==> src/rtl/mastermind_check_ctrl.sv <==
// rtl/mastermind_check_ctrl.sv - Mastermind guess-check sequencer: exact and color scoring, feedback write, win/lose tracking
module mastermind_check_ctrl #(
  parameter int NUM_PEGS   = 4,
  parameter int COLOR_W    = 3,
  parameter int NUM_COLORS = 6,
  parameter int MAX_GUESS  = 6
) (
  input  logic                          Clk,
  input  logic                          Reset,
  input  logic                          start,
  input  logic [NUM_PEGS*COLOR_W-1:0]   answer,
  input  logic [NUM_PEGS*COLOR_W-1:0]   guess,
  input  logic [2:0]                    guess_num,
  output logic                          busy,
  output logic                          done,
  output logic [2:0]                    exact_cnt,
  output logic [2:0]                    color_cnt,
  output logic                          fb_we,
  output logic [2:0]                    fb_row,
  output logic [5:0]                    fb_data,
  output logic                          win,
  output logic                          lose
);

  localparam int PI_W = (NUM_PEGS > 1) ? $clog2(NUM_PEGS) : 1;
  localparam logic [PI_W-1:0]    LAST_PEG   = PI_W'(NUM_PEGS - 1);
  localparam logic [COLOR_W-1:0] MAX_COLOR  = COLOR_W'(NUM_COLORS);
  localparam logic [2:0]         ROW_LIMIT  = 3'(MAX_GUESS);
  localparam logic [2:0]         LAST_ROW   = 3'(MAX_GUESS - 1);
  localparam logic [2:0]         ALL_PEGS   = 3'(NUM_PEGS);

  typedef enum logic [1:0] {S_IDLE, S_EXACT, S_COLOR, S_FINISH} state_t;

  state_t                        r_state;
  logic [NUM_PEGS*COLOR_W-1:0]   r_ans;
  logic [NUM_PEGS*COLOR_W-1:0]   r_guess;
  logic [2:0]                    r_row;
  logic [2:0]                    r_exact;
  logic [2:0]                    r_total;
  logic [PI_W-1:0]               r_idx;
  logic [COLOR_W-1:0]            r_color;

  logic                          w_exact_hit;
  logic [2:0]                    w_g_cnt;
  logic [2:0]                    w_a_cnt;
  logic [2:0]                    w_total_next;
  logic [2:0]                    w_color_res;
  logic                          w_accept;

  // Only colors 1..NUM_COLORS ever match, so empty and invalid pegs drop out here.
  always_comb begin
    w_exact_hit = 1'b0;
    for (int i = 0; i < NUM_PEGS; i++) begin
      if (r_idx == PI_W'(i)) begin
        w_exact_hit = (r_guess[i*COLOR_W +: COLOR_W] == r_ans[i*COLOR_W +: COLOR_W]) &&
                      (r_guess[i*COLOR_W +: COLOR_W] != '0) &&
                      (r_guess[i*COLOR_W +: COLOR_W] <= MAX_COLOR);
      end
    end
  end

  always_comb begin
    w_g_cnt = '0;
    w_a_cnt = '0;
    for (int i = 0; i < NUM_PEGS; i++) begin
      w_g_cnt = w_g_cnt + 3'(r_guess[i*COLOR_W +: COLOR_W] == r_color);
      w_a_cnt = w_a_cnt + 3'(r_ans[i*COLOR_W +: COLOR_W] == r_color);
    end
  end

  assign w_total_next = r_total + ((w_g_cnt < w_a_cnt) ? w_g_cnt : w_a_cnt);
  assign w_color_res  = w_total_next - r_exact;
  assign w_accept     = start && !win && !lose && (guess_num < ROW_LIMIT);

  always_ff @(posedge Clk) begin
    if (Reset) begin
      r_state   <= S_IDLE;
      r_ans     <= '0;
      r_guess   <= '0;
      r_row     <= '0;
      r_exact   <= '0;
      r_total   <= '0;
      r_idx     <= '0;
      r_color   <= '0;
      busy      <= 1'b0;
      done      <= 1'b0;
      fb_we     <= 1'b0;
      exact_cnt <= '0;
      color_cnt <= '0;
      fb_row    <= '0;
      fb_data   <= '0;
      win       <= 1'b0;
      lose      <= 1'b0;
    end else begin
      case (r_state)
        S_IDLE: begin
          if (w_accept) begin
            r_ans   <= answer;
            r_guess <= guess;
            r_row   <= guess_num;
            r_exact <= '0;
            r_total <= '0;
            r_idx   <= '0;
            r_color <= COLOR_W'(1);
            busy    <= 1'b1;
            r_state <= S_EXACT;
          end
        end
        S_EXACT: begin
          if (w_exact_hit) r_exact <= r_exact + 3'd1;
          if (r_idx == LAST_PEG) r_state <= S_COLOR;
          else                   r_idx   <= r_idx + PI_W'(1);
        end
        S_COLOR: begin
          r_total <= w_total_next;
          // Results are registered on the last color cycle so they are valid during FINISH.
          if (r_color == MAX_COLOR) begin
            exact_cnt <= r_exact;
            color_cnt <= w_color_res;
            fb_data   <= {w_color_res, r_exact};
            fb_row    <= r_row;
            fb_we     <= 1'b1;
            done      <= 1'b1;
            if (r_exact == ALL_PEGS)    win  <= 1'b1;
            else if (r_row == LAST_ROW) lose <= 1'b1;
            r_state   <= S_FINISH;
          end else begin
            r_color <= r_color + COLOR_W'(1);
          end
        end
        S_FINISH: begin
          done    <= 1'b0;
          fb_we   <= 1'b0;
          busy    <= 1'b0;
          r_state <= S_IDLE;
        end
        default: r_state <= S_IDLE;
      endcase
    end
  end

endmodule

==> config.mk <==
export PLATFORM = sky130hd
export DESIGN_NAME = mastermind_check_ctrl
export DESIGN_NICKNAME = d
export VERILOG_FILES = /design/src/rtl/mastermind_check_ctrl.sv
export SDC_FILE = /design/constraint.sdc
export NUM_CORES = 1
export LEC_CHECK = 0
export ABC_AREA = 1
export ABC_CLOCK_PERIOD_IN_PS = 4800
export CAP_MARGIN = 10
export CORE_ASPECT_RATIO = 0.75
export CORE_UTILIZATION = 54
export DETAILED_ROUTE_END_ITERATION = 6
export HOLD_SLACK_MARGIN = 0.1
export MAX_ROUTING_LAYER = met4
export PLACE_DENSITY = 0.85
export SLEW_MARGIN = 40
export SYNTH_ARGS = -nofsm -noshare
export SYNTH_HDL_FRONTEND = slang
export SYNTH_SLANG_ARGS = --single-unit
==> constraint.sdc <==
create_clock -name Clk -period 4.8 [get_ports Clk]
set_input_delay 0.48 -clock Clk [delete_from_list [all_inputs] [get_ports Clk]]
set_output_delay 0.48 -clock Clk [all_outputs]
set_load 0.1 [all_outputs]
==> flow_metrics.env <==
export IMPL_die_width_um=89.0
export IMPL_cts_buffer_depth=2
export IMPL_cts_hold_buffers_added=0
export IMPL_drt_met1_wl_mm=3.22
export IMPL_arrival_ps=4530
export IMPL_met2RoutedLength_mm=2.98
export IMPL_cts_root_buffer_cell="clkbuf_8"
export IMPL_grt_antenna_before_repair=0
export IMPL_max_cap_violations=0
export IMPL_postRouteAntennaNets=0
export IMPL_grt_start_max_net_pins=45
export IMPL_yosys_warns=0
export IMPL_topRoutingLayerUsed="met4"
export IMPL_final_layout_size_suffix_gt1_share_pct=13.1
export IMPL_setup_viol_count_final=0
export IMPL_fin_worst_skew_ps=11.4
export IMPL_syn_nets=456
export IMPL_maxClockFrequency_mhz=232
export IMPL_yosysMostFrequentCell="dfxtp_1"
export IMPL_timing_critical_path_fanout_max=12
export IMPL_global_route_usage_total_pct=24.7
export IMPL_power_density_mw_per_mm2=720
export IMPL_drc=0
export IMPL_vias_in_the_first_global_route=2397
export IMPL_grt_pass1_wl_mm=10.9
export IMPL_async_reset_ff_share_pct=0
export IMPL_synthFlopType="dfxtp_1"
export IMPL_outcome="finished clean"
export IMPL_first_pass_iters=4
export IMPL_hold_violations=0
export IMPL_met3_length_um=423
export IMPL_worstPathRequired_ps=5020
export IMPL_initial_utilization_pct=56.6
export IMPL_setup_repair_after_global_routing_missed_its_margin="false"
export IMPL_cts_resized=0
export IMPL_die_area_mm2=0.00598
export IMPL_timing_setup_tns_ps=0
export IMPL_vdd_drop_max_v=0.000376
export IMPL_ctsHtreeMaxLevel=2
export IMPL_slew_limit_headroom_pct=53.6
export IMPL_seq_area_frac_synth_pct=34.6
export IMPL_cts_made_buffers=5
export IMPL_synth_largest_type_area_fraction_pct=34.6
export IMPL_netlist_top_cells_area="dfxtp_1 (35%), ha_1 (8.6%), o21ai_0 (6.7%)"
export IMPL_core_area_mm2=0.00541
export IMPL_tightestPinTransition_ps=695
export IMPL_flip_flop_and_latch_count_after_synthesis=53
export IMPL_setup_worst_path_end_class="flop"
export IMPL_cts_repair_timing_setup_buffer_count=0
export IMPL_clkLatencyLatePin_ps=310
export IMPL_overflow=0
export IMPL_cts_tree="yes"
export IMPL_synth_cells_most_frequent="dfxtp_1 (53), nand2_1 (51), nor2_1 (47)"
export IMPL_synth_top_cell_by_area="dfxtp_1"
export IMPL_io_buffers=49
export IMPL_vias_per_cell=5.15
export IMPL_postSynthCellCount=401
export IMPL_leakage_power_nw=1.61
export IMPL_insertedDiodeCount=0
export IMPL_final_hold_worst_slack_ps=476
export IMPL_first_iter_violations=159
export IMPL_routed_via_count=2628
export IMPL_final_min_period_over_clock_period_pct=89.8
export IMPL_finalWeightedCongestion=0.902
export IMPL_boundaryPins=50
export IMPL_wl_per_cell_um=13.1
export IMPL_post_synth_edffs=0
export IMPL_layout_min_cycle_time_ps=4310
export IMPL_hpwl_mm=4.99
export IMPL_worst_hold_path_class="flop to flop"
export IMPL_finalMaxSlewViolations=0
export IMPL_post_synth_cell_area_avg_um2=7.64
export IMPL_synthDistinctLibCells=34
export IMPL_critPathLaunchType="flop"
export IMPL_clk_slew_on_worst_s_h_paths_ps=100
export IMPL_synth_cell_area_mm2=0.00306
export IMPL_nets_finish=490
export IMPL_wirelength_mm=6.68
export IMPL_die_height_um=67.2
export IMPL_critical_path_class="flop to flop"
export IMPL_sinks_on_clock_net=53
export IMPL_layout_area_overhead_vs_synth_pct=14.8
export IMPL_rows=23
-- metrics by stage --
stage	total power [mW]	util [%]	instance area (um2)	instances	setup WS, ps
6_report	2.53	65.0	3520	510	491
5_1_grt	2.83	65.0	3520	510	124
3_3_place_gp	2.12	65.1	3520	503	560
4_1_cts	2.52	64.9	3510	510	344
3_5_place_dp	2.25	63.3	3420	503	364
2_1_floorplan	1.90	-	3060	401	710
-- where the power goes --
| group | internal, mW | switching, mW | total, mW |
|---|---|---|---|
| combinational | 0.670 | 0.947 | 1.62 |
| clock | 0.114 | 0.148 | 0.262 |
| sequential | 0.526 | 0.128 | 0.654 |
-- critical path: stages (launching register included) --
cell and delay, ps:
dfxtp_2 530, xnor2_1 180, nand3_1 140, fa_1 540, inv_1 40, ha_1 190, ha_1 290, ha_1 310
o211ai_1 100, nand2_1 130, nor2_1 110, a21oi_1 50, ha_1 200, fa_1 490, fa_1 420, xnor2_1 170
xor2_1 170, a21o_1 130, inv_1 30
-- sequential cells by signal, indices dropped and copies added (netlist names) --
signal / flops
r_total: 3
r_exact: 3
fb_data: 1
r_idx: 2
lose: 1
exact_cnt: 2
r_row: 3
r_state: 2
fb_we: 1
busy: 1
win: 1
color_cnt: 3
r_ans: 12
r_guess: 12
r_color: 3
fb_row: 3
-- layout by cell type, fill, tap and decap left out, drive strengths merged, types with 18 or more instances in the layout --
master / synthesis / final
a21oi: 36 / 36
o21ai: 46 / 46
inv: 44 / 44
ha: 21 / 21
nand2: 54 / 54
nor2: 57 / 57
xor2: 18 / 18
dfxtp: 53 / 53
buf: 17 / 20
clkdlybuf4s50: 0 / 29
-- metal layers --
metal	GRT usage [%]	vias to the layer above
li1	-	1347
met1	33.0	1217
met2	38.2	57
met3	5.26	7
met4	6.94	0
met5	-	-
-- cells by family (layout without fill, tap and decap cells) --
logic type	count (synthesis)	count (layout)	share of synthesized area [%]
compound gates	89	89	15.6
xor+xnor	31	31	8.86
fa+ha+maj	25	25	11.2
buf+inv	67	101	9.60
flops	53	53	34.6
simple gates	136	136	20.1
-- final cells by class --
cell class                 count  area, um2
clock buffer                   6       82.6
tap                           75       93.8
inverter                      45        170
timing repair buffer          49        390
multi-input combinational    281       1710
sequential                    53       1060
clock inverter                 1       7.51
fill                         480       1890
-- final timing paths --
kind | start | endpoint | slack, ps | depth (start not counted)
worst min register to register | r_total[0]$_SDFFE_PP0P_ | r_total[0]$_SDFFE_PP0P_ | 480 | 2
worst max register to register | r_color[0]$_SDFFE_PP0P_ | color_cnt[2]$_SDFFE_PP0P_ | 490 | 18
worst max-delay path | r_color[0]$_SDFFE_PP0P_ | color_cnt[2]$_SDFFE_PP0P_ | 490 | 18
worst min-delay path | r_total[0]$_SDFFE_PP0P_ | r_total[0]$_SDFFE_PP0P_ | 480 | 2
No activity file was read; power rests on OpenSTA's default activity.
